--- src/rtl/rca_result_buffer.sv ---
// rca_result_buffer
// Small first-word-fall-through buffer for {cout,sum} results coming from a
// 3-bit ripple-carry adder. Tracks occupancy as EMPTY/PARTIAL/FULL, flags
// refused pushes with a sticky overflow bit, and can keep a running total of
// accepted results.
//
// Build option: define RESULT_ACCUM_EN to build the 6-bit accumulator on acc.
// Without it, acc is tied to zero and no accumulator flops exist.
//
// DEPTH must be a power of two in 2..8 so the pointers wrap naturally and
// count (0..DEPTH) fits in four bits.

module rca_result_buffer #(
  parameter int DEPTH = 4
) (
  input  logic       clk,
  input  logic       rst_n,
  input  logic [2:0] sum,
  input  logic       cout,
  input  logic       in_valid,
  output logic       in_ready,
  output logic [3:0] out_data,
  output logic       out_valid,
  input  logic       out_ready,
  input  logic       clr,
  output logic [3:0] count,
  output logic       overflow,
  output logic [5:0] acc
);

  localparam int PTR_W = (DEPTH > 1) ? $clog2(DEPTH) : 1;
  localparam logic [3:0] DEPTH_CNT = 4'(DEPTH);

  typedef enum logic [1:0] {
    EMPTY   = 2'd0,
    PARTIAL = 2'd1,
    FULL    = 2'd2
  } occ_t;

  occ_t             state, next_state;
  logic [3:0]       count_q, next_count;
  logic [PTR_W-1:0] wr_ptr, rd_ptr;
  logic             overflow_q;
  logic [3:0]       mem [DEPTH];

  logic [3:0]       entry;
  logic             push, pop;
  logic             overflow_set;

  assign entry = {cout, sum};

  // Handshake flags come only from registered occupancy, so in_ready has no
  // combinational dependence on out_ready.
  assign in_ready  = (state != FULL);
  assign out_valid = (state != EMPTY);

  assign push = in_valid && in_ready;
  assign pop  = out_valid && out_ready;

  // A push attempt while full is refused and remembered; clr wins over it.
  assign overflow_set = in_valid && (state == FULL) && !clr;

  // Next occupancy: clr empties the buffer, otherwise push/pop adjust count.
  always_comb begin
    // NOTE: every always_comb output gets a default first so no path can
    // leave it unassigned and infer a latch.
    next_count = count_q;
    next_state = state;
    if (clr) begin
      next_count = 4'd0;
    end else begin
      unique case ({push, pop})
        2'b10:   next_count = count_q + 4'd1;
        2'b01:   next_count = count_q - 4'd1;
        default: next_count = count_q;
      endcase
    end
    if (next_count == 4'd0) begin
      next_state = EMPTY;
    end else if (next_count == DEPTH_CNT) begin
      next_state = FULL;
    end else begin
      next_state = PARTIAL;
    end
  end

  // Occupancy, pointers and sticky overflow.
  always_ff @(posedge clk or negedge rst_n) begin
    // NOTE: sequential state is written with non-blocking assignments so all
    // registers see pre-edge values regardless of statement order.
    if (!rst_n) begin
      state      <= EMPTY;
      count_q    <= 4'd0;
      wr_ptr     <= '0;
      rd_ptr     <= '0;
      overflow_q <= 1'b0;
    end else begin
      state   <= next_state;
      count_q <= next_count;
      if (clr) begin
        wr_ptr     <= '0;
        rd_ptr     <= '0;
        overflow_q <= 1'b0;
      end else begin
        if (push) begin
          wr_ptr <= wr_ptr + PTR_W'(1);
        end
        if (pop) begin
          rd_ptr <= rd_ptr + PTR_W'(1);
        end
        if (overflow_set) begin
          overflow_q <= 1'b1;
        end
      end
    end
  end

  // Entry storage: write the incoming result at the write pointer.
  always_ff @(posedge clk) begin
    // NOTE: the storage array is deliberately not reset; an entry is only
    // ever read after it was written, and reset/clr simply empty the buffer.
    if (push && !clr) begin
      mem[wr_ptr] <= entry;
    end
  end

  // Head entry falls through combinationally. Gating with out_valid keeps
  // stale storage off the bus, including during reset when count is forced
  // to zero asynchronously.
  assign out_data = out_valid ? mem[rd_ptr] : 4'b0000;

  assign count    = count_q;
  assign overflow = overflow_q;

`ifdef RESULT_ACCUM_EN
  logic [5:0] acc_q;

  // Running total of accepted results, wrapping modulo 64.
  always_ff @(posedge clk or negedge rst_n) begin
    if (!rst_n) begin
      acc_q <= 6'd0;
    end else if (clr) begin
      acc_q <= 6'd0;
    end else if (push) begin
      acc_q <= acc_q + {2'b00, entry};
    end
  end

  assign acc = acc_q;
`else
  assign acc = 6'd0;
`endif

endmodule
--- config.mk ---
export PLATFORM = sky130hd
export DESIGN_NAME = rca_result_buffer
export DESIGN_NICKNAME = d
export VERILOG_FILES = /design/src/rtl/rca_result_buffer.sv
export SDC_FILE = /design/constraint.sdc
export NUM_CORES = 1
export LEC_CHECK = 0
export ABC_CLOCK_PERIOD_IN_PS = 2730
export CAP_MARGIN = 15
export CORE_ASPECT_RATIO = 0.7
export CORE_MARGIN = 10
export CORE_UTILIZATION = 25
export DETAILED_ROUTE_END_ITERATION = 8
export SLEW_MARGIN = 20
export SYNTH_ARGS = -nofsm -noshare
export SYNTH_HDL_FRONTEND = slang
export SYNTH_SLANG_ARGS = --single-unit
--- constraint.sdc ---
create_clock -name clk -period 2.73 [get_ports clk]
set_clock_uncertainty 0.15 [all_clocks]
set_input_delay 0.4095 -clock clk [delete_from_list [all_inputs] [get_ports clk]]
set_output_delay 0.4095 -clock clk [all_outputs]
set_load 0.02 [all_outputs]
==> summary.md <==
| Metric | Value |
|---|---|
| Total Power | `1412 uW` |
| Int Pwr | `893.5 uW` |
| Crit-path max cell delay | `0.56 ns` |
| Total number of H-tree levels | `1` |
| Clk pin slew, worst setup/hold paths | `0.09 ns` |
| Area Growth Syn to Fin | `22.61%` |
| Netlist cell types | `30` |
| Clock Power Share | `0.161` |
| NumNets Final | `139` |
| FF/Latch Area | `757.0 sq um` |
| Max cap viols | `0` |
| CTS buffer count | `3` |
| Clk_lat worst skew | `0.27 ns` |
| Die W | `106.6 um` |
| WL met2 | `1334 um` |
| Setup Slack @ Placement | `0.1115 ns` |
| Crit path time final | `2.547 ns` |
| Yosys top cell by area | `edfxtp_1` |
| DR WL/cell | `14.07 um` |
| M1 WL | `1218 um` |
| Area share of the largest cell type after synthesis | `0.3664` |
| CP endpoint kind | `primary output` |
| Final Hold Fails | `0` |
| Crit path launch | `rd_ptr[0]` |
| Period utilization | `0.9331` |
| CP Launch Type | `flip-flop` |
| Worst-Margin Slew | `0.5210 ns` |
| Initial antenna violation count | `0` |
| Clock root buffer | `clkbuf_8` |
| Setup TNS | `0 ns` |
| Fill cells | `500` |
| Post-synth EDFFs | `16` |
| Crit path required time | `2.17 ns` |
| GRT Total Usage | `0.06491` |
| Crit path DAT | `1.99 ns` |
| YS warnings | `0` |
| Reg2reg path depth | `9` |
| Ys async rst share | `0.4074` |
| Commonest non-fill, non-tap cell in the layout | `clkdlybuf4s50_1` |
| Uppermost layer routed | `met4` |
| Outcome | `finished, final reports clean` |
| Vias in the first global route | `885` |
| Max stage delay cell, worst path | `clkdlybuf4s50_1` |
| Share of cells above drive strength 1 | `0.1057` |
| Setup violations, final | `0` |
| CTS tree | `yes` |
| Yosys reg bits | `27` |
| Chip height | `80.60 um` |
| Area of the multi-input gates | `491.7 sq um` |
| Switch Pwr | `518.5 uW` |
| WP buf/inv | `1` |
| Vias per cell | `4.161` |
| Via Count | `799` |
| Maximum VDD drop | `0.1833 mV` |
| Placed cell count | `188` |
| Routed Antenna Nets | `0` |
| Clock Sinks | `27` |
| PwrDens | `878.2 mW/mm^2` |
| Total core area | `0.004913 sq mm` |
| CP cell instances | `mux4_2 > nor2b_1 > clkdlybuf4s50_1` |
| Setup Crit Path Kind | `flip-flop to primary output` |
| RSZ-0062 raised after global routing | `no` |
| R2R Setup Slk | `0.48 ns` |
| Initial Util | `0.2669` |
| GRT overflow | `0` |
| Final GP Congestion | `0.8211` |
| Lkg Pwr | `0.0006124 uW` |
| Synth top area cells | `edfxtp_1, dfrtp_1, mux4_2` |
| Clock Tree Buf Depth | `2` |
| Post-DP HPWL | `2130 um` |
| Sw Share | `0.3672` |
| Hold_buf cts | `0` |
| First-pass GRT wire length | `4395 um` |
| Worst path top cell family by delay | `buffers and inverters` |
| Post-synthesis sequential area ratio | `0.5763` |
| Final WS setup | `0.1825 ns` |
| Cells after synthesis | `102` |
| IO buf count | `19` |
| Post-Route WL | `2702 um` |
| Final Slew Violations | `0` |
| Mapped Area | `0.001311 sq mm` |
| Avg Inst Size Synth | `12.86 sq um` |
| # DRC | `0` |
| Routed wl met3 | `110 um` |
| Largest net degree at the start of global routing | `17` |
| Initial DRC count | `16` |
| Fmax | `392.5 MHz` |
| Ports | `26` |
| Final Util | `0.3272` |
| Diodes inserted | `0` |
| Most frequent cells in the layout | `clkdlybuf4s50_1, edfxtp_1, nor2_1, dfrtp_1` |
| Seq pwr share | `0.406` |
| HP Class | `primary input to async pin` |
| Std-Cell Rows | `21` |
| Reg2reg start | `state[0]` |
| Primary FF master, synth | `edfxtp_1` |
| Worst-path maximum fanout | `6` |
| Logic pwr share | `0.433` |
| DR pass1 iterations | `4` |
| Layout Cells excl Fill | `192` |
| Worst rel slew slack | `0.6514` |
| Reg-to-Reg End | `state[0]` |
| Die ar. | `0.008588 sq mm` |
area by class of cell:
type | count | share of cell area
repair buffers | 21 | 0.1276
well taps | 69 | 0.05370
clock buffers | 3 | 0.02568
inverters | 5 | 0.01167
clock inverters | 1 | 0.004669
multi-input cells | 66 | 0.3058
flip-flops and latches | 27 | 0.4708
logic make-up (layout without fill, tap and decap cells):
group,count (synthesis),in the layout,share of synthesized area
xor+xnor,6,6,0.04008
mux,6,6,0.08779
simple gates,31,31,0.1231
compound gates,11,11,0.04962
fa+ha+maj,6,6,0.05725
buf+inv,14,30,0.06297
flops,27,27,0.5763
other cells,1,6,0.002860
worst max path at each step:
stage,depth (start not counted),endpoint,slack (ns)
2_1_floorplan,9,state[0],0.48
3_3_place_gp,8,state[0],0.18
3_5_place_dp,8,state[0],0.11
4_1_cts,3,out_data[0],0.03
5_1_grt,3,out_data[0],0.06
6_report,3,out_data[0],0.18
worst reg2reg max path, stage by stage (launching register included):
cell and delay (ns):
dfrtp_1 0.42, inv_1 0.08, nand2_1 0.09, nand2_1 0.12, ha_1 0.20, a21oi_1 0.05
a211o_1 0.27, a21oi_1 0.19, mux2_4 0.34, or2_1 0.23
power groups by stage:
stage	Clock [uW]	Combinational (uW)	Sequential, uW
2_1_floorplan	0	382	581
3_3_place_gp	0	595	578
3_5_place_dp	0	618	583
4_1_cts	243	620	575
5_1_grt	259	665	590
6_report	228	611	573
synthesized netlist by cell type, drive strengths merged (2+ instances only):
cell and number:
xnor2 4, buf 8, and2 4, mux4 4, xor2 2, ha 6, nor2 10, inv 5
a21oi 6, nor2b 5, edfxtp 16, nand2 6, dfrtp 11
repair_timing:
item | CTS | global route
hold endpoints to repair | 0 | 0
gates resized for setup | 0 | 1
endpoints found under the setup margin | 0 | 4
setup buffers | 0 | 0
registers in the layout (all words and copies together), names as in the netlist:
name      cells
mem          16
count         4
rd_ptr        2
state         2
wr_ptr        2
overflow      1
per-stage QoR:
stage / hold slack, ns / cell area (sq um)
finish: 0.3109 / 1608
global placement: 0.3335 / 1558
detailed placement: 0.3355 / 1558
floorplan: -0.03609 / 1330
CTS: 0.3265 / 1607
global route: 0.3292 / 1608
layer usage:
layer | vias to the layer above | track usage
met5 | - | 0
met4 | 0 | 0.02426
met3 | 4 | 0.01515
met2 | 22 | 0.1144
met1 | 389 | 0.07532
li1 | 384 | -
Power figures use the tool's default switching activity.
